<file path="src/rtl/wb_write_port_ctrl.sv">
// Write-port producer for the register file.
// Merges single-cycle ALU results with handshaked load results. Loads that
// lose arbitration wait in a small FIFO. A lookup port lets decode forward
// values that are still waiting to reach the register file.
module wb_write_port_ctrl #(
  parameter int DEPTH = 4,
  parameter int CNTW  = 3
) (
  input  logic            clk,
  input  logic            rst_n,
  input  logic            alu_valid,
  input  logic [4:0]      alu_rd,
  input  logic [31:0]     alu_data,
  input  logic            ld_valid,
  output logic            ld_ready,
  input  logic [4:0]      ld_rd,
  input  logic [31:0]     ld_data,
  output logic            regWrite,
  output logic [4:0]      writeReg,
  output logic [31:0]     writeData,
  input  logic [4:0]      q_reg,
  output logic            q_hit,
  output logic [31:0]     q_data,
  output logic [CNTW-1:0] fifo_count
);

  localparam int PTRW = $clog2(DEPTH);
  localparam logic [CNTW-1:0] DEPTH_C = CNTW'(DEPTH);

  logic [DEPTH-1:0] vld_q, vld_d;
  logic [DEPTH-1:0] sq_q, sq_d;
  logic [4:0]       ent_rd_q [DEPTH];
  logic [4:0]       ent_rd_d [DEPTH];
  logic [31:0]      ent_data_q [DEPTH];
  logic [31:0]      ent_data_d [DEPTH];
  logic [PTRW-1:0]  head_q, head_d, tail_q, tail_d;
  logic [CNTW-1:0]  count_q, count_d;
  logic             reg_write_q, reg_write_d;
  logic [4:0]       write_reg_q, write_reg_d;
  logic [31:0]      write_data_q, write_data_d;
  logic             accept, push, pop;

  // Ready depends only on registered occupancy; forced low while in reset.
  assign ld_ready   = rst_n && (count_q < DEPTH_C);
  assign fifo_count = count_q;
  assign regWrite   = reg_write_q;
  assign writeReg   = write_reg_q;
  assign writeData  = write_data_q;

  // Arbitration, FIFO push/pop and squash of loads made stale by a younger ALU write.
  always_comb begin
    vld_d        = vld_q;
    sq_d         = sq_q;
    ent_rd_d     = ent_rd_q;
    ent_data_d   = ent_data_q;
    head_d       = head_q;
    tail_d       = tail_q;
    count_d      = count_q;
    reg_write_d  = 1'b0;
    write_reg_d  = write_reg_q;
    write_data_d = write_data_q;
    accept       = ld_valid && ld_ready;
    pop          = 1'b0;

    if (alu_valid) begin
      // rd=0 still consumes the slot but never writes.
      if (alu_rd != 5'd0) begin
        reg_write_d  = 1'b1;
        write_reg_d  = alu_rd;
        write_data_d = alu_data;
      end
    end else if (count_q != '0) begin
      pop = 1'b1;
      // A squashed head burns its cycle without writing.
      if (!sq_q[head_q]) begin
        reg_write_d  = 1'b1;
        write_reg_d  = ent_rd_q[head_q];
        write_data_d = ent_data_q[head_q];
      end
    end else if (accept && (ld_rd != 5'd0)) begin
      reg_write_d  = 1'b1;
      write_reg_d  = ld_rd;
      write_data_d = ld_data;
    end

    // Loads to r0 are accepted and dropped; bypassed loads never enter the FIFO.
    push = accept && (ld_rd != 5'd0) && (alu_valid || (count_q != '0));

    if (pop) begin
      vld_d[head_q] = 1'b0;
      sq_d[head_q]  = 1'b0;
      head_d        = head_q + 1'b1;
    end
    if (push) begin
      vld_d[tail_q]      = 1'b1;
      sq_d[tail_q]       = 1'b0;
      ent_rd_d[tail_q]   = ld_rd;
      ent_data_d[tail_q] = ld_data;
      tail_d             = tail_q + 1'b1;
    end

    // The ALU result is younger than every queued load, including one pushed now.
    if (alu_valid && (alu_rd != 5'd0)) begin
      for (int i = 0; i < DEPTH; i++) begin
        if (vld_d[i] && (ent_rd_d[i] == alu_rd)) sq_d[i] = 1'b1;
      end
    end

    case ({push, pop})
      2'b10:   count_d = count_q + CNTW'(1);
      2'b01:   count_d = count_q - CNTW'(1);
      default: count_d = count_q;
    endcase
  end

  // Forwarding lookup: youngest live FIFO entry wins, then the value on the port.
  always_comb begin
    q_hit  = 1'b0;
    q_data = 32'd0;
    if (q_reg != 5'd0) begin
      for (int i = 0; i < DEPTH; i++) begin
        if (vld_q[head_q + PTRW'(i)] && !sq_q[head_q + PTRW'(i)] &&
            (ent_rd_q[head_q + PTRW'(i)] == q_reg)) begin
          q_hit  = 1'b1;
          q_data = ent_data_q[head_q + PTRW'(i)];
        end
      end
      if (!q_hit && reg_write_q && (write_reg_q == q_reg)) begin
        q_hit  = 1'b1;
        q_data = write_data_q;
      end
    end
  end

  // Control and write-port state; reset drops every queued load.
  always_ff @(posedge clk or negedge rst_n) begin
    if (!rst_n) begin
      vld_q        <= '0;
      sq_q         <= '0;
      head_q       <= '0;
      tail_q       <= '0;
      count_q      <= '0;
      reg_write_q  <= 1'b0;
      write_reg_q  <= 5'd0;
      write_data_q <= 32'd0;
    end else begin
      vld_q        <= vld_d;
      sq_q         <= sq_d;
      head_q       <= head_d;
      tail_q       <= tail_d;
      count_q      <= count_d;
      reg_write_q  <= reg_write_d;
      write_reg_q  <= write_reg_d;
      write_data_q <= write_data_d;
    end
  end

  // FIFO payload storage; meaningful only where the matching valid bit is set.
  always_ff @(posedge clk) begin
    ent_rd_q   <= ent_rd_d;
    ent_data_q <= ent_data_d;
  end

endmodule
</file>
<file path="config.mk">
export PLATFORM = sky130hd
export DESIGN_NAME = wb_write_port_ctrl
export DESIGN_NICKNAME = d
export VERILOG_FILES = /design/src/rtl/wb_write_port_ctrl.sv
export SDC_FILE = /design/constraint.sdc
export NUM_CORES = 1
export LEC_CHECK = 0
export ABC_AREA = 0
export BUFFER_PORTS_ARGS = -buffer_cell sky130_fd_sc_hd__buf_2
export CAP_MARGIN = 25
export CORE_MARGIN = 3
export CORE_UTILIZATION = 40
export CTS_CLUSTER_DIAMETER = 30
export DETAILED_ROUTE_END_ITERATION = 8
export GPL_ROUTABILITY_DRIVEN = 0
export SYNTH_ARGS = -nofsm -noshare
export SYNTH_HDL_FRONTEND = slang
export SYNTH_SLANG_ARGS = --single-unit
export TNS_END_PERCENT = 1
</file>
<file path="constraint.sdc">
create_clock -name clk -period 5.64 [get_ports clk]
set_clock_uncertainty 0.1 [all_clocks]
set_input_delay 0.282 -clock clk [delete_from_list [all_inputs] [get_ports clk]]
set_output_delay 0.282 -clock clk [all_outputs]
set_load 0.03 [all_outputs]
</file>
==> implementation parameters <==
Parameter                              Value

Logic synthesis
  Number of synthesized flops with an enable pin ... 128
  Top-count cell post-synth ... mux4_2
  Mapped Nets ... 1015
  Proportion of netlist area held by the largest area contributor ... 0.296
  Synth Area in Simple Gates ... 0.0937
  Avg Cell Area, Syn ... 14.1 µm²
  Netlist area before placement ... 13000 µm²
  Synth area leaders ... edfxtp_1 (30%), mux4_2 (24%), dfrtp_1 (10%), nor2b_1 (3.3%), dfxtp_1 (3.1%)
  Synth Warn # ... 0
  Netlist cell types ... 53
  Asr flop ratio synth ... 0.264
  Part of the Yosys area used for sequential elements ... 0.429
  Adder-Cell Fraction of Synth Area ... 0.0102
  Post-Synthesis Cells ... 922
  Largest area contributor in the synthesized netlist ... edfxtp_1
  Proportion of synthesized area in mux cells ... 0.286
  Most used flip-flop cell after synthesis ... edfxtp_1
  Post-synthesis sequential element count ... 201
  Compound-cell area share of the yosys netlist ... 0.100
  Leading post-synthesis cells by instance count ... mux4_2 (140), edfxtp_1 (128), nor2b_1 (69)
  Share of the synthesized netlist area taken by xor and xnor gates ... 0.0368
  Largest family of logic cells by synthesized area ... multiplexers

Worst setup path
  Launch point of the worst reg-to-reg path ... head_q[0]
  Critical path cell sequence ... inv_1 > ha_4 > mux4_2 > xnor2_1 > nand4_2 > nor2_4 > a221o_1 > a311oi_1 > nor3_1 > buf_2
  Cell family with the largest share of critical-path delay ... simple AND/OR/NAND/NOR gates
  Required time at the endpoint of the critical path ... 5.26 ns
  Sort of element at the start of the critical path ... register
  Register-to-register setup slack ... 2.06 ns
  Capture instance of the worst register-to-register path ... writeData[12]
  Critical Path Sink Type ... primary output
  Largest stage delay, worst path ... 0.83 ns
  Crit-path slowest cell ... nor2_4
  Critical Path AT ... 4.58 ns
  Highest fanout seen on the critical path ... 31
  Buf+Inv Stages, Crit Path ... 2
  R2r worst-path depth ... 6
  Class of the most critical setup path ... register to primary output

Route
  Antenna-violating nets left ... 0
  Routed wirelength normalized by instance count ... 22.2 µm
  Number of iterations in the first detailed-routing pass ... 9
  1st-iter DRT viols ... 810
  Via count of the routed design ... 9568
  DR DRC count ... 1
  Post-Route WL ... 35500 µm
  Via density per instance ... 5.98

Hold path
  Worst Hold Endpoint ... writeData[7]
  Instance count along the most critical hold path ... 3
  Origin of the worst min-delay path ... alu_data[7]
  Path type of the worst min-delay path ... input pin to register

STA
  Number of max-slew violations in the final report ... 0
  Tightest slew margin relative to the limit ... 0.309
  Clock period minus final worst setup slack ... 4.96 ns
  Pin slew with the least headroom to its limit ... 1.03 ns
  Accumulated negative setup slack ... 0 ns
  Max frequency ... 0.202 GHz
  Fraction of the cycle the final worst path needs ... 0.879
  Setup repair after global routing missed its margin ... no
  Worst path setup slack after routing ... 0.680 ns
  Hold Vio Cnt, Final ... 0
  Final number of setup-violating endpoints ... 0

Clock network
  H-tree lvl count ... 2
  TritonCTS clock tree ... done
  # resized after CTS ... 0
  Max Buffers Root-to-Sink ... 3
  Post-CTS setup repair buffer count ... 0
  Clock sink count ... 201
  Clock latency of the later-clocked register in the worst-skew pair ... 0.54 ns
  Number of buffers created by CTS ... 52
  CTS clk-pin slew, worst paths ... 0.04 ns
  Cell chosen for the clock root ... clkbuf_16

Die
  Row count ... 65
  Die extent in x ... 186 µm
  Count of boundary I/O pins ... 158
  Area of the die ... 34600 µm²
  Chip Height ... 186 µm
  Starting density of the core ... 0.408
  Core footprint ... 31800 µm²

Place
  Pre-CTS setup slack ... 1.21 ns
  Total placed instance area ... 14100 µm²
  IO Port Bufs ... 157
  Dpl hpwl ... 22600 µm

Status
  Outcome ... finished with violations
  Violations in the final reports ... DRC

Global route
  Initial antenna violation count ... 2
  Global-route wire length before repair ... 55000 µm
  Global router's overall resource usage ... 0.206
  Pin count of the biggest net entering global routing ... 61
  Number of global-route vias before repair ... 9496
  Total gr overflow ... 0

Cells and area
  Share of final-layout standard cells stronger than drive strength 1 ... 0.380
  Ant. Diodes ... 0
  Number of nets in the finished design ... 1217
  Final cell area excluding filler cells ... 16500 µm²
  Area growth, synth to finish ... 27.2%

Power and ir drop
  Max VDD drop ... 0.000320 V
  Power density over the cells ... 576 nW/µm²
  Static leakage ... 5.98 nW
  Power Total ... 9.51 mW

Job
  Max_cap viols ... 0
[cells by family (layout without fill, tap and decap cells)]
kind of cell / after synthesis / after routing
AND/OR/NAND/NOR: 217 / 217
flip-flops: 201 / 201
multiplexers: 176 / 176
AO/OA/AOI/OAI: 156 / 156
buffers and inverters: 110 / 353
XOR/XNOR: 52 / 52
adder cells (fa/ha/maj): 10 / 10
[metrics by stage]
stage               std cells  utilization  hold WS [ns]
detailed placement       1440        0.443         0.414
finish                   1600        0.519        0.0169
global placement         1438        0.442         0.410
global route             1600        0.519        0.0214
CTS                      1598        0.518      0.000667
floorplan                 922            -        -0.114
[final cells by class]
class / count / area (µm²)
fillers: 2700 / 15300
multi-input cells: 611 / 6910
flip-flops and latches: 201 / 5580
repair buffers: 242 / 1660
clock buffers: 70 / 1430
well taps: 435 / 544
clock inverters: 25 / 320
inverters: 16 / 62.6
[per-layer routing]
metal,vias to the layer above,share of wire,global-route usage
met4,4,0.016,0.0494
met3,49,0.078,0.0457
li1,4240,-,-
met1,4861,0.42,0.281
met5,-,0.00076,0
met2,414,0.49,0.340
[placed cells by master, fill, tap and decap left out, types with 4 or more instances in the layout]
cell           instances
buf_2                157
mux4_2               140
edfxtp_1             128
nor2b_1               69
dlygate4sd3_1         63
clkbuf_16             53
dfrtp_1               51
a21oi_1               42
nor2_1                40
a222oi_1              37
nor3_1                32
nand2b_1              32
xnor2_1               31
a311oi_1              31
a221o_1               31
mux2_2                20
dfxtp_1               20
xor2_1                18
buf_4                 16
inv_1                 15
clkbuf_1              13
nand2_1               12
mux4_1                11
clkinv_2               9
ha_1                   8
nand3_1                7
bufinv_16              7
nand4_1                6
mux2i_1                5
o41ai_1                4
clkinv_4               4
clkbuf_8               4
buf_12                 4
[worst max-delay path by stage]
| stage | start | endpoint | slack (ns) | depth (start not counted) |
|---|---|---|---|---|
| after floorplan | head_q[1] | q_data[29] | 1.65 | 14 |
| final | head_q[1] | q_data[1] | 0.68 | 10 |
| after global placement | head_q[1] | q_data[29] | 1.30 | 10 |
| after detailed placement | head_q[1] | q_data[29] | 1.21 | 10 |
| after CTS | head_q[1] | q_data[29] | 0.63 | 10 |
| after global routing | head_q[1] | q_data[1] | 0.36 | 10 |
[where the power goes]
part           internal (mW)  switching (mW)  leakage (nW)  total, mW
logic                   2.16            2.20          3.18       4.36
clock network           2.07           0.847         0.851       2.92
registers               1.90           0.338          1.95       2.23
total                   6.13            3.38          5.98       9.51
[tightest hold or removal path, stage by stage]
cell      delay, ns
buf_2          0.08
a222oi_1       0.08
a21oi_1        0.15
[registers in the layout, indices dropped and copies added, names as in the netlist]
register / count
tail_q: 2
writeData: 32
ent_data_q: 128
fifo_count: 3
regWrite: 1
sq_q: 4
writeReg: 5
head_q: 2
ent_rd_q: 20
vld_q: 4
[timing repair]
item                                    4_1_cts  5_1_grt
endpoints found under the setup margin        0        0
endpoints found under the hold margin       214        0
hold buffers                                 63        0
(Power assumes the default switching activity.)
